$ cat src/rtl/lemming_pkg.sv
// ============================================================================
// Module   : lemming_pkg
// Purpose  : Shared state encoding and output decode for the lemming walkers.
// Revision : 1.0
// ============================================================================
`default_nettype none

package lemming_pkg;

  typedef enum logic [2:0] {
    WALK_L = 3'd0,
    WALK_R = 3'd1,
    FALL_L = 3'd2,
    FALL_R = 3'd3,
    DIG_L  = 3'd4,
    DIG_R  = 3'd5,
    SPLAT  = 3'd6
  } lem_state_t;

  typedef struct packed {
    logic walk_left;
    logic walk_right;
    logic aaah;
    logic digging;
  } lem_out_t;

  function automatic lem_out_t decode_outputs(input lem_state_t s);
    lem_out_t o;
    o            = '0;
    o.walk_left  = (s == WALK_L);
    o.walk_right = (s == WALK_R);
    o.aaah       = (s == FALL_L) || (s == FALL_R);
    o.digging    = (s == DIG_L)  || (s == DIG_R);
    return o;
  endfunction

  function automatic logic is_fall(input lem_state_t s);
    return (s == FALL_L) || (s == FALL_R);
  endfunction

  function automatic logic is_dig(input lem_state_t s);
    return (s == DIG_L) || (s == DIG_R);
  endfunction

endpackage

`default_nettype wire

$ cat src/rtl/lemming_fsm.sv
// ============================================================================
// Module   : lemming_fsm
// Purpose  : One lemming channel: walk/fall/dig FSM with splat and dig limit.
// Revision : 1.0
// ============================================================================
`default_nettype none

module lemming_fsm
  import lemming_pkg::*;
#(
  parameter int SPLAT_CYCLES = 20,
  parameter int DIG_MAX      = 0
) (
  input  logic clk,
  input  logic reset,
  input  logic bump_left,
  input  logic bump_right,
  input  logic ground,
  input  logic dig,
  output logic walk_left,
  output logic walk_right,
  output logic aaah,
  output logic digging,
  output logic splat
);

  localparam int FALL_W = $clog2(SPLAT_CYCLES + 2);
  localparam int DIG_W  = (DIG_MAX > 0) ? $clog2(DIG_MAX + 1) : 1;
  localparam logic [FALL_W-1:0] FALL_LIMIT = FALL_W'(SPLAT_CYCLES);
  localparam logic [FALL_W-1:0] FALL_SAT   = FALL_W'(SPLAT_CYCLES + 1);
  localparam logic [DIG_W-1:0]  DIG_LIMIT  = DIG_W'(DIG_MAX);

  lem_state_t        state;
  lem_state_t        state_nxt;
  logic [FALL_W-1:0] fall_cnt;
  logic [DIG_W-1:0]  dig_cnt;
  logic              fall_over;
  logic              dig_done;
  lem_out_t          outs;

  // fall_cnt saturates one past the limit, so "greater than" marks a fatal fall
  assign fall_over = (fall_cnt > FALL_LIMIT);
  assign dig_done  = (DIG_MAX > 0) && (dig_cnt == DIG_LIMIT);

  always_comb begin
    state_nxt = state;
    case (state)
      WALK_L: begin
        if (!ground)        state_nxt = FALL_L;
        else if (dig)       state_nxt = DIG_L;
        else if (bump_left) state_nxt = WALK_R;
      end
      WALK_R: begin
        if (!ground)         state_nxt = FALL_R;
        else if (dig)        state_nxt = DIG_R;
        else if (bump_right) state_nxt = WALK_L;
      end
      FALL_L: if (ground) state_nxt = fall_over ? SPLAT : WALK_L;
      FALL_R: if (ground) state_nxt = fall_over ? SPLAT : WALK_R;
      DIG_L: begin
        if (!ground)      state_nxt = FALL_L;
        else if (dig_done) state_nxt = WALK_L;
      end
      DIG_R: begin
        if (!ground)      state_nxt = FALL_R;
        else if (dig_done) state_nxt = WALK_R;
      end
      SPLAT:   state_nxt = SPLAT;
      default: state_nxt = WALK_L;
    endcase
  end

  always_ff @(posedge clk) begin
    if (reset) begin
      state    <= WALK_L;
      fall_cnt <= '0;
      dig_cnt  <= '0;
    end else begin
      state <= state_nxt;
      if (!is_fall(state_nxt))
        fall_cnt <= '0;
      else if (!is_fall(state))
        fall_cnt <= FALL_W'(1);
      else if (fall_cnt != FALL_SAT)
        fall_cnt <= fall_cnt + FALL_W'(1);

      if ((DIG_MAX == 0) || !is_dig(state_nxt))
        dig_cnt <= '0;
      else if (!is_dig(state))
        dig_cnt <= DIG_W'(1);
      else
        dig_cnt <= dig_cnt + DIG_W'(1);
    end
  end

  assign outs       = decode_outputs(state);
  assign walk_left  = outs.walk_left;
  assign walk_right = outs.walk_right;
  assign aaah       = outs.aaah;
  assign digging    = outs.digging;
  assign splat      = (state == SPLAT);

endmodule

`default_nettype wire

$ cat src/rtl/lemming_ctrl_array.sv
// ============================================================================
// Module   : lemming_ctrl_array
// Purpose  : NUM_LEM independent lemming walkers plus registered dead count.
// Revision : 1.0
// ============================================================================
`default_nettype none

module lemming_ctrl_array
  import lemming_pkg::*;
#(
  parameter int NUM_LEM      = 4,
  parameter int SPLAT_CYCLES = 20,
  parameter int DIG_MAX      = 0
) (
  input  logic                         clk,
  input  logic                         reset,
  input  logic [NUM_LEM-1:0]           bump_left,
  input  logic [NUM_LEM-1:0]           bump_right,
  input  logic [NUM_LEM-1:0]           ground,
  input  logic [NUM_LEM-1:0]           dig,
  output logic [NUM_LEM-1:0]           walk_left,
  output logic [NUM_LEM-1:0]           walk_right,
  output logic [NUM_LEM-1:0]           aaah,
  output logic [NUM_LEM-1:0]           digging,
  output logic [$clog2(NUM_LEM+1)-1:0] dead_cnt
);

  localparam int CNT_W = $clog2(NUM_LEM + 1);

  logic [NUM_LEM-1:0] splat_vec;
  logic [CNT_W-1:0]   splat_sum;

  generate
    for (genvar i = 0; i < NUM_LEM; i++) begin : g_lem
      lemming_fsm #(
        .SPLAT_CYCLES (SPLAT_CYCLES),
        .DIG_MAX      (DIG_MAX)
      ) u_fsm (
        .clk        (clk),
        .reset      (reset),
        .bump_left  (bump_left[i]),
        .bump_right (bump_right[i]),
        .ground     (ground[i]),
        .dig        (dig[i]),
        .walk_left  (walk_left[i]),
        .walk_right (walk_right[i]),
        .aaah       (aaah[i]),
        .digging    (digging[i]),
        .splat      (splat_vec[i])
      );
    end
  endgenerate

  always_comb begin
    splat_sum = '0;
    for (int i = 0; i < NUM_LEM; i++)
      splat_sum = splat_sum + CNT_W'(splat_vec[i]);
  end

  // Counts from the current state register, hence one cycle behind a splat
  always_ff @(posedge clk) begin
    if (reset) dead_cnt <= '0;
    else       dead_cnt <= splat_sum;
  end

endmodule

`default_nettype wire

$ cat config.mk
export PLATFORM = sky130hd
export DESIGN_NAME = lemming_ctrl_array
export DESIGN_NICKNAME = d
export VERILOG_FILES = /design/src/rtl/lemming_pkg.sv /design/src/rtl/lemming_fsm.sv /design/src/rtl/lemming_ctrl_array.sv
export SDC_FILE = /design/constraint.sdc
export NUM_CORES = 1
export LEC_CHECK = 0
export CORE_MARGIN = 5
export CORE_UTILIZATION = 54
export CTS_BUF_LIST = sky130_fd_sc_hd__clkbuf_2
export CTS_CLUSTER_DIAMETER = 50
export CTS_CLUSTER_SIZE = 12
export DETAILED_ROUTE_END_ITERATION = 8
export GPL_TIMING_DRIVEN = 0
export PLACE_DENSITY = 0.92
export SETUP_SLACK_MARGIN = 0.15
export SKIP_CTS_REPAIR_TIMING = 1
export SYNTH_ARGS = -nofsm -noshare
export SYNTH_HDL_FRONTEND = slang
export SYNTH_SLANG_ARGS = --single-unit
$ cat constraint.sdc
create_clock -name clk -period 2.3 [get_ports clk]
set_input_delay 0.46 -clock clk [delete_from_list [all_inputs] [get_ports clk]]
set_output_delay 0.46 -clock clk [all_outputs]
set_load 0.01 [all_outputs]
**After elaboration in Yosys (flattened, before gate mapping)**

Index checks and enable logic that the tools add are counted.

- Equality and inequality tests: 40
- $lt $le $gt $ge: 4
- Multiplexer cells: 60
- Add/subtract/negate cells: 7
- Bitwise logic cells: 8
- Reductions and logical operators: 24

Operators with widths:

| operator | number |
|---|---|
| $mux 3 | 48 |
| $pmux 3 s7 | 4 |
| $eq 3x2->1 const B | 16 |
| $eq 3x3->1 const B | 12 |
| $add 5x1->5 const B | 4 |
| $gt 5x5->1 const B | 4 |
| $ne 5x5->1 const B | 4 |
| $eq 3x1->1 const B | 4 |
| $logic_not 3->1 | 4 |
| $logic_or 1x1->1 | 12 |
| $reduce_or 3->1 | 4 |
| $mux 1 | 8 |
| $ne 2x2->1 const B | 4 |
| $not 1->1 | 8 |
| $reduce_or 2->1 | 4 |
| $add 2x1->3 | 1 |
| $add 3x1->3 | 1 |
| $add 1x1->2 | 1 |

- Logic and storage cells: 156
- Register bits after elaboration: 35
- Output and inout bits: 19
- Bits of input ports: 18

**Longest topological paths before layout**

Gate-level depths: netlist (run 1).

- Word-level depth: 8
- Depth in mapped cells: 7

**Hierarchy**

Synthesis (run 1) repeated with hierarchy kept, for this count alone.

- Cell total of the unflattened synthesis: 233
- Area total of the unflattened synthesis: 2053.2 um^2

By module, submodules not included:

| module | area an instance (um^2) | cells each | instances |
|---|---|---|---|
| lemming_fsm at g_lem[0].u_fsm ... | 473.0 | 55 | 3 |
| lemming_fsm at g_lem[3].u_fsm | 491.7 | 54 | 1 |
| lemming_ctrl_array | 142.6 | 14 | 1 |

**Worst setup path after synthesis (run 1)**

Ideal clock, no wire load.

- Path type: register to register
- From: register g_lem[0].u_fsm.state[2]
- To: register dead_cnt[1]
- Arrival time: 1.787 ns
- Stages on the path, launching flop included: 8
- Library setup time: 0.128 ns
- Setup slack: 0.385 ns
- Path through: dfxtp_1 > clkbuf_1 > nand2_1 > nor2_1 > fa_1 > ha_1 > ha_1 > nor2b_1

- Cells in the longest elaborated chain, start to end: 4

RTL lines:

| item | RTL line | RTL |
|---|---|---|
| start: declaration | lemming_fsm.sv:33 | `lem_state_t state;` |
| start signal: assignment | lemming_fsm.sv:79 | `state <= state_nxt;` |
| $eq 3x3->1 | lemming_fsm.sv:101 | `assign splat = (state == SPLAT);` |
| $add 1x1->2 | lemming_ctrl_array.sv:57 | `splat_sum = splat_sum + CNT_W'(splat_vec[i]);` |
| $add 2x1->3 | lemming_ctrl_array.sv:57 |  |
| $add 3x1->3 | lemming_ctrl_array.sv:57 |  |
| net splat_sum[1] | lemming_ctrl_array.sv:31 | `logic [CNT_W-1:0] splat_sum;` |
| end signal: assignment | lemming_ctrl_array.sv:63 | `else dead_cnt <= splat_sum;` |
| end: declaration | lemming_ctrl_array.sv:25 | `output logic [$clog2(NUM_LEM+1)-1:0] dead_cnt` |

The timed path passes the listed nets, and every way through them passes these cells.
A chain may end at the register's enable or synchronous reset.

**Worst setup path after layout (run 1)**

- From: register g_lem[3].u_fsm.state[2]
- To: output digging[3]

- Cells in the longest elaborated chain, start to end: 2

RTL lines:

| item | RTL line | RTL |
|---|---|---|
| start: declaration | lemming_fsm.sv:33 |  |
| start signal: assignment | lemming_fsm.sv:79 |  |
| $eq 3x3->1 | - |  |
| $logic_or 1x1->1 (*) | lemming_pkg.sv:33 | `o.digging = (s == DIG_L) \|\| (s == DIG_R);` |
| end: declaration | lemming_ctrl_array.sv:24 | `output logic [NUM_LEM-1:0] digging,` |

Every way passes the cells marked *; elsewhere a longest branch is shown, timed or not.

==> flow_metrics.tcl, run 1 <==
set metrics [dict create \
    min_to "g_lem[3].u_fsm.state[0]" \
    fin_crit_ns 2.07 \
    setup_viol 0 \
    fillerInstances 286 \
    r2r-end "dead_cnt[1]" \
    r2r_cells 7 \
    ant_nets 0 \
    synth.avg_cell_area_um2 8.40 \
    final_common_cell "dfxtp_1" \
    irDropWorstVdd_uv 377 \
    r2r_start "g_lem[0].u_fsm.state[1]" \
    fin_nets 323 \
    clk_path_buf_depth 2 \
    start_util_pct 55.8 \
    synth_top_area_cell "dfxtp_1" \
    yosysWarnings 0 \
    drt_iter0_markers 85 \
    first_global_vias 1663 \
    dr.pass1.iters 4 \
    finalWorstSetupSlack_ns 0.231 \
    antenna_found_initial 0 \
    relSlewSlack_pct 67.5 \
    power.share.clock_pct 24.2 \
    synth_seq_cells 35 \
    path_buf_inv 3 \
    crit_path_end_kind "output port" \
    crit_type "register to output port" \
    utilization_pct 72.2 \
    clk_pin_slew_ns 0.19 \
    drc 0 \
    syn-instance-count 245 \
    arrival_ns 1.61 \
    tritoncts "done" \
    rsz0062_at_grt "false" \
    clkSinkCount 35 \
    layout-drive-gt1-share_pct 19.6 \
    syn-cell-area_mm2 0.00206 \
    skew_ns 0.0147 \
    cp_max_fo 6 \
    cp_slowest_stage_delay_ns 0.52 \
    dp_cells 329 \
    grt_max_degree 12 \
    drv_cap 0 \
    io_buffers 36 \
    yosysSeqAreaShare_pct 34.1 \
    yosysTopAreaCellShare_pct 34.1 \
    drt_wl_total_um 4450 \
    dp_hpwl_um 3210 \
    worstMarginPinSlew_ns 0.488 \
    finalWeightedCongestion 0.792 \
    worstPathCellList "inv_2 > nor2_1 > buf_4 > clkdlybuf4s50_1" \
    core_mm2 0.00369 \
    hold_start "g_lem[3].u_fsm.state[0]" \
    leakagePower_uw 0.00122 \
    die_area_mm2 0.00514 \
    yosysUniqueCellTypes 39 \
    p_switching_uw 353 \
    critPathTopFamily "buffers and inverters" \
    routed_via_density 5.51 \
    clk_latency_ns 0.40 \
    period_share_pct 90.0 \
    drv_slew 0 \
    rrSetupSlack_ns 0.35 \
    hold_viol 0 \
    switching_share_pct 29.5 \
    whs_ns 0.573 \
    worstPathRequired_ns 1.84 \
    hold_path_class "register to register" \
    holdPathStages 2 \
    max_freq_mhz 483 \
    die_h_um 71.7 \
    dp_slack_ns 0.182 \
    grt_pass1_wl_um 6890 \
    die_x_um 71.7 \
    seqPwrFrac_pct 54.2 \
    area.growth.synth_to_final_pct 29.5 \
    layout_common_cells "29 x dfxtp_1, 28 x nor2_1, 21 x clkdlybuf4s50_1" \
    p_comb_share_pct 21.6 \
    stdcell_count 339 \
    power_uw 1200 \
    io_pins 37 \
    routedWlPerCell_um 13.1 \
    crit_path_top_delay_cell "clkdlybuf4s50_1" \
    root_buffer "clkbuf_2" \
    htree_num_levels 2 \
    synth_nets 278 \
    num_vias 1869 \
    p_int_uw 845 \
    num_rows 22 \
    startpoint_type "register" \
    track_usage_pct 16.7 \
    powerDensity_mw_per_mm2 450 \
    overflow 0 \
    status "finished clean" \
    numCtsBuffers 5 \
    synth_top_cells_by_area "dfxtp_1 34%, ha_1 8.5%, buf_4 5.8%" \
    diodes 0 \
]
==> registers in the layout (all words and copies together) (netlist names) <==
register	count
g_lem.u_fsm.fall_cnt	20
g_lem.u_fsm.state	12
dead_cnt	3
==> worst reg2reg max path: stages (launching register included) <==
cell and delay [ns]:
dfxtp_1 0.34, buf_4 0.17, nand2_1 0.11, nor2_1 0.22, fa_1 0.46, ha_1 0.19
ha_1 0.26, nor2b_1 0.12
==> cell usage after synthesis, drive strengths merged <==
master	count
a211oi	2
a21o	1
a21oi	16
a31o	3
a31oi	6
a32oi	1
a41oi	1
and2	3
and2b	2
and3	1
and3b	1
buf	19
clkbuf	6
dfxtp	35
fa	1
ha	14
inv	12
mux2	1
nand2	10
nand3	9
nand3b	2
nand4b	6
nor2	29
nor2b	14
nor3	6
nor3b	6
nor4b	2
nor4bb	1
o2111ai	2
o211ai	2
o21a	4
o21ai	10
o31ai	1
o32ai	1
xnor2	8
xor2	7
==> power groups by stage <==
stage | logic [µW] | registers [µW] | clock network (µW)
3_5_place_dp | 242 | 658 | 0
2_1_floorplan | 139 | 654 | 0
4_1_cts | 243 | 645 | 295
6_report | 258 | 650 | 290
3_3_place_gp | 233 | 657 | 0
5_1_grt | 282 | 653 | 316
==> how the worst max path moves through the flow <==
stage	start	to	slack, ns	cells past startpoint
5_1_grt	g_lem[3].u_fsm.state[2]	digging[3]	0.15	4
4_1_cts	g_lem[2].u_fsm.state[1]	walk_right[2]	-0.12	4
2_1_floorplan	g_lem[0].u_fsm.state[2]	dead_cnt[1]	0.38	7
3_3_place_gp	g_lem[0].u_fsm.state[2]	dead_cnt[1]	0.22	7
6_report	g_lem[3].u_fsm.state[2]	digging[3]	0.23	4
3_5_place_dp	g_lem[0].u_fsm.state[2]	dead_cnt[1]	0.18	7
==> routing by layer <==
| layer | global-route usage (%) | share of wire (%) |
|---|---|---|
| met5 | 0 | 0 |
| met4 | 8.98 | 2.5 |
| met3 | 4.91 | 6.1 |
| met2 | 28.3 | 48 |
| met1 | 18.9 | 43 |
==> final cells by class <==
type	instances	area [µm²]	area share (%)
multi-input combinational	173	1210	45.6
clock buffer	5	25.0	0.939
tap	48	60.1	2.25
buffer	25	183	6.86
timing repair buffer	38	408	15.3
inverter	12	45.0	1.69
sequential	35	713	26.8
clock inverter	3	15.0	0.564
==> per-stage QoR <==
stage / setup TNS [ns] / cell area, µm²
2_1_floorplan: 0 / 2060
3_3_place_gp: 0 / 2480
3_5_place_dp: 0 / 2480
4_1_cts: -0.541 / 2520
5_1_grt: 0 / 2660
6_report: 0 / 2660
==> kinds of logic (layout without fill, tap and decap cells) <==
| group | after synthesis | after routing | share of synthesized area (%) |
|---|---|---|---|
| AOI/OAI and AO/OA | 50 | 50 | 15.5 |
| xor gates and xnor gates | 15 | 15 | 6.39 |
| adders and majority gates | 15 | 15 | 9.49 |
| buffers and inverters | 37 | 83 | 9.85 |
| DFF | 35 | 35 | 34.1 |
| muxes | 1 | 1 | 0.547 |
| and+or+nand+nor | 92 | 92 | 24.2 |
(Power assumes the default switching activity.)
==> inputs of run 2 (changes only) <==
--- a/config.mk
+++ b/config.mk
@@ -11,7 +11,6 @@
 export CTS_CLUSTER_DIAMETER = 50
 export CTS_CLUSTER_SIZE = 12
 export DETAILED_ROUTE_END_ITERATION = 8
-export GPL_TIMING_DRIVEN = 0
 export PLACE_DENSITY = 0.92
 export SETUP_SLACK_MARGIN = 0.15
 export SKIP_CTS_REPAIR_TIMING = 1
==> run 2 against run 1 <==
Effect of this change: core utilization down 6.8 points; first-iteration DRC count down 13%; clock skew down 0.0017 ns; sequential share of layout area up 2.9 points; critical path depth down 2; register-to-register slack worse by 0.05 ns; maximum frequency down 0.75%; clock power down 11%; non-clock buffer count down 26; global-route usage down 0.26 points.
==> flow_metrics.tcl, run 2 (synthesis results as in run 1) <==
set metrics [dict create \
    max_freq_mhz 480 \
    first_global_vias 1639 \
    num_vias 1700 \
    crit_path_top_delay_cell "clkdlybuf4s50_1" \
    root_buffer "clkbuf_2" \
    finalWorstSetupSlack_ns 0.215 \
    relSlewSlack_pct 79.3 \
    overflow 0 \
    layout_common_cells "33 x clkdlybuf4s50_1, 28 x nor2_1, 26 x dfxtp_1" \
    grt_max_degree 26 \
    core_mm2 0.00369 \
    io_pins 37 \
    layout-drive-gt1-share_pct 11.4 \
    dp_slack_ns 0.310 \
    fillerInstances 311 \
    whs_ns 0.531 \
    worstPathRequired_ns 1.84 \
    antenna_found_initial 0 \
    worstPathCellList "nor2b_2 > clkdlybuf4s50_1" \
    setup_viol 0 \
    area.growth.synth_to_final_pct 17.3 \
    num_rows 22 \
    clkSinkCount 35 \
    diodes 0 \
    io_buffers 36 \
    die_h_um 71.7 \
    fin_setup_tns_ns 0 \
    cp_slowest_stage_delay_ns 0.57 \
    grt_pass1_wl_um 6980 \
    worstMarginPinSlew_ns 0.307 \
    place_area_mm2 0.00233 \
    rsz0062_at_grt "true" \
    drt_iter0_markers 74 \
    status "finished clean" \
    htree_num_levels 2 \
    crit_path_end_kind "output port" \
    dr.pass1.iters 4 \
    fin_nets 297 \
    drv_slew 0 \
    hold_path_class "register to register" \
    cp_max_fo 10 \
    finalWeightedCongestion 0.808 \
    clk_path_buf_depth 2 \
    reg.largest.list "g_lem.u_fsm.fall_cnt: 20 flops, g_lem.u_fsm.state: 12 flops, dead_cnt: 3 flops" \
    hold_viol 0 \
    design_area_mm2 0.00241 \
    die_area_mm2 0.00514 \
    tritoncts "done" \
    crit_type "register to output port" \
    leakagePower_uw 0.000922 \
    clk_pin_slew_ns 0.17 \
    ant_nets 0 \
    final_common_cell "clkdlybuf4s50_1" \
    drc 0 \
    startpoint_type "register" \
    clk_latency_ns 0.37 \
    drv_cap 0 \
    drt_wl_total_um 4110 \
    die_x_um 71.7 \
    track_usage_pct 16.5 \
    top_register "g_lem.u_fsm.fall_cnt" \
    largest_reg_flops 20 \
    utilization_pct 65.4 \
    start_util_pct 55.8 \
    irDropWorstVdd_uv 347 \
    powerDensity_mw_per_mm2 463 \
    dp_hpwl_um 3070 \
    period_share_pct 90.7 \
    fin_crit_ns 2.09 \
    skew_ns 0.0129 \
    routedWlPerCell_um 13.2 \
    arrival_ns 1.63 \
    numCtsBuffers 5 \
    routed_via_density 5.45 \
]
run 2: cell types whose count changed in the layout (fill, tap and decap cells not counted), sizes merged:
cell           delta
dlymetal6s2s     -11
clkinv            -1
buf              -23
clkbuf            -4
clkdlybuf4s50    +12
run 2: final timing paths:
check	start	end	slack, ns	cells after the start
min reg2reg	g_lem[2].u_fsm.state[0]	g_lem[2].u_fsm.state[0]	0.53	2
min	g_lem[2].u_fsm.state[0]	g_lem[2].u_fsm.state[0]	0.53	2
max reg2reg	g_lem[0].u_fsm.state[2]	dead_cnt[1]	0.30	6
max	g_lem[0].u_fsm.state[1]	aaah[0]	0.21	2
run 2: critical path, delay by kind of cell, from the launching register on:
| family | cells | cell delay (ns) |
|---|---|---|
| simple gates | 1 | 0.24 |
| flops | 1 | 0.46 |
| buf+inv | 1 | 0.57 |
run 2: where the power goes:
part	leakage [µW]	internal, µW	switching [µW]	total [µW]
combinational	0.000607	111	81.8	193
clock	0.0000262	64.3	195	259
sequential	0.000289	628	37.1	665
run 2: metrics by stage:
| step | power (µW) | cells |
|---|---|---|
| after floorplan | 793 | 245 |
| final | 1120 | 312 |
| after detailed placement | 864 | 305 |
| after global placement | 858 | 305 |
| after CTS | 1120 | 312 |
| after global routing | 1180 | 312 |
run 2: area by class of cell:
cell class	instances	area, µm²	area share (%)
Clock inverter	2	8.76	0.363
Clock buffer	5	25.0	1.04
Multi-Input combinational cell	173	1180	49.0
Timing Repair Buffer	37	375	15.6
Sequential cell	35	717	29.7
Tap cell	48	60.1	2.49
Inverter	12	45.0	1.87
run 2: metal layers:
metal | vias to the layer above | track usage, % | routed length (µm)
li1 | 869 | - | -
met1 | 777 | 19.9 | 1890
met2 | 50 | 27.2 | 1910
met3 | 4 | 4.91 | 272
met4 | 0 | 6.68 | 37
met5 | - | 0 | 0
==> inputs of run 3 (changes only) <==
--- a/config.mk
+++ b/config.mk
@@ -6,12 +6,12 @@
 export NUM_CORES = 1
 export LEC_CHECK = 0
 export CORE_MARGIN = 5
-export CORE_UTILIZATION = 54
+export CORE_UTILIZATION = 58
 export CTS_BUF_LIST = sky130_fd_sc_hd__clkbuf_2
 export CTS_CLUSTER_DIAMETER = 50
 export CTS_CLUSTER_SIZE = 12
 export DETAILED_ROUTE_END_ITERATION = 8
-export PLACE_DENSITY = 0.92
+export PLACE_DENSITY = 0.95
 export SETUP_SLACK_MARGIN = 0.15
 export SKIP_CTS_REPAIR_TIMING = 1
 export SYNTH_ARGS = -nofsm -noshare
==> constraint.sdc (replaced) <==
create_clock -name clk -period 2.5 [get_ports clk]
set_input_delay 0.5 -clock clk [delete_from_list [all_inputs] [get_ports clk]]
set_output_delay 0.5 -clock clk [all_outputs]
set_load 0.01 [all_outputs]
==> run 3 against run 2 <==
Effect of this change: global-route usage is 0.90 points higher; sequential share of layout area increased by 0.088 points; power decreased by 9.1%; worst setup slack better by 0.055 ns; critical path depth did not move; critical endpoint unchanged.
==> flow_metrics.tcl, run 3 (synthesis results as in run 1) <==
set metrics [dict create \
    status "finished clean" \
    dp_hpwl_um 2960 \
    cp_slowest_stage_delay_ns 0.58 \
    finalWeightedCongestion 0.823 \
    irDropWorstVdd_uv 215 \
    routedWlPerCell_um 12.8 \
    core_mm2 0.00339 \
    largest_reg_flops 20 \
    tritoncts "done" \
    fin_setup_tns_ns 0 \
    arrival_ns 1.73 \
    root_buffer "clkbuf_2" \
    clk_pin_slew_ns 0.15 \
    drt_wl_total_um 3950 \
    grt_pass1_wl_um 6930 \
    relSlewSlack_pct 76.0 \
    dp_slack_ns 0.526 \
    crit_path_end_kind "output port" \
    die_area_mm2 0.00484 \
    stdcell_count 309 \
    drv_cap 0 \
    final_common_cell "clkdlybuf4s50_1" \
    top_register "g_lem.u_fsm.fall_cnt" \
    layout-drive-gt1-share_pct 4.94 \
    crit_path_top_delay_cell "clkdlybuf4s50_1" \
    num_rows 21 \
    fin_nets 297 \
    crit_type "register to output port" \
    drv_slew 0 \
    first_global_vias 1591 \
    ant_nets 0 \
    io_pins 37 \
    max_freq_mhz 448 \
    drc 0 \
    diodes 0 \
    routed_via_density 5.46 \
    numCtsBuffers 5 \
    reg.largest.list "g_lem.u_fsm.fall_cnt: 20 flops, g_lem.u_fsm.state: 12 flops, dead_cnt: 3 flops" \
    power_uw 1020 \
    skew_ns 0.00315 \
    worstPathCellList "nor2b_1 > clkdlybuf4s50_1" \
    fin_crit_ns 2.23 \
    crit_start "g_lem[0].u_fsm.state[1]" \
    critPathTopFamily "buffers and inverters" \
    leakagePower_uw 0.000870 \
    track_usage_pct 17.4 \
    clkSinkCount 35 \
    powerDensity_mw_per_mm2 431 \
    path_buf_inv 1 \
    hold_path_class "register to register" \
    setup_viol 0 \
    worstPathRequired_ns 2.00 \
    io_buffers 36 \
    layout_common_cells "36 x clkdlybuf4s50_1, 34 x dfxtp_1, 29 x nor2_1" \
    clk_latency_ns 0.36 \
    start_util_pct 60.7 \
    area.growth.synth_to_final_pct 14.5 \
    worstMarginPinSlew_ns 0.359 \
    cp_max_fo 10 \
    antenna_found_initial 0 \
    overflow 0 \
    die_h_um 69.6 \
    hold_start "g_lem[0].u_fsm.state[0]" \
    die_x_um 69.6 \
    dp_cells 303 \
    period_share_pct 89.2 \
    dr.pass1.iters 4 \
    num_vias 1688 \
    fillerInstances 260 \
    grt_max_degree 26 \
    rsz0062_at_grt "false" \
    hold_viol 0 \
    htree_num_levels 2 \
    finalWorstSetupSlack_ns 0.270 \
    whs_ns 0.546 \
    startpoint_type "register" \
    clk_path_buf_depth 2 \
    drt_iter0_markers 112 \
    r2r_start "g_lem[0].u_fsm.state[1]" \
]
## run 3: area by class of cell
class | count | area (µm²) | area share (%)
multi-input combinational | 173 | 1150 | 49.0
inverter | 12 | 45.0 | 1.91
timing repair buffer | 37 | 368 | 15.6
tap | 46 | 57.6 | 2.44
sequential | 35 | 702 | 29.8
clock buffer | 6 | 30.0 | 1.27
## run 3: worst min-delay path, cell delays in order, from the launching register on
cell and delay, ns:
dfxtp_1 0.37, nand3b_1 0.09, o21ai_1 0.06
## run 3: through the flow
| stage | util (%) | instance area, µm² |
|---|---|---|
| after floorplan | - | 2060 |
| after global placement | 68.6 | 2320 |
| after detailed placement | 68.6 | 2320 |
| after CTS | 69.5 | 2350 |
| after global routing | 69.5 | 2360 |
| final | 69.5 | 2360 |
## run 3: where the power goes
| part | internal, µW | switching (µW) |
|---|---|---|
| sequential | 577 | 32.2 |
| clock | 63.2 | 170 |
| combinational | 99.9 | 74.0 |
| total | 740 | 276 |
## run 3: layer usage
metal / global-route usage, % / vias to the layer above / part of all wire [%]
li1: - / 867 / -
met1: 21.3 / 769 / 46
met2: 28.0 / 46 / 46
met3: 5.94 / 6 / 6.1
met4: 6.72 / 0 / 1.4
met5: 0 / - / 0
## run 3: path summary, 6_finish.rpt
path                            slack (ns)                       to  cells past startpoint
worst min register to register        0.55  g_lem[0].u_fsm.state[0]                      2
worst min-delay path                  0.55  g_lem[0].u_fsm.state[0]                      2
worst max-delay path                  0.27                  aaah[0]                      2
worst max register to register        0.53              dead_cnt[1]                      6
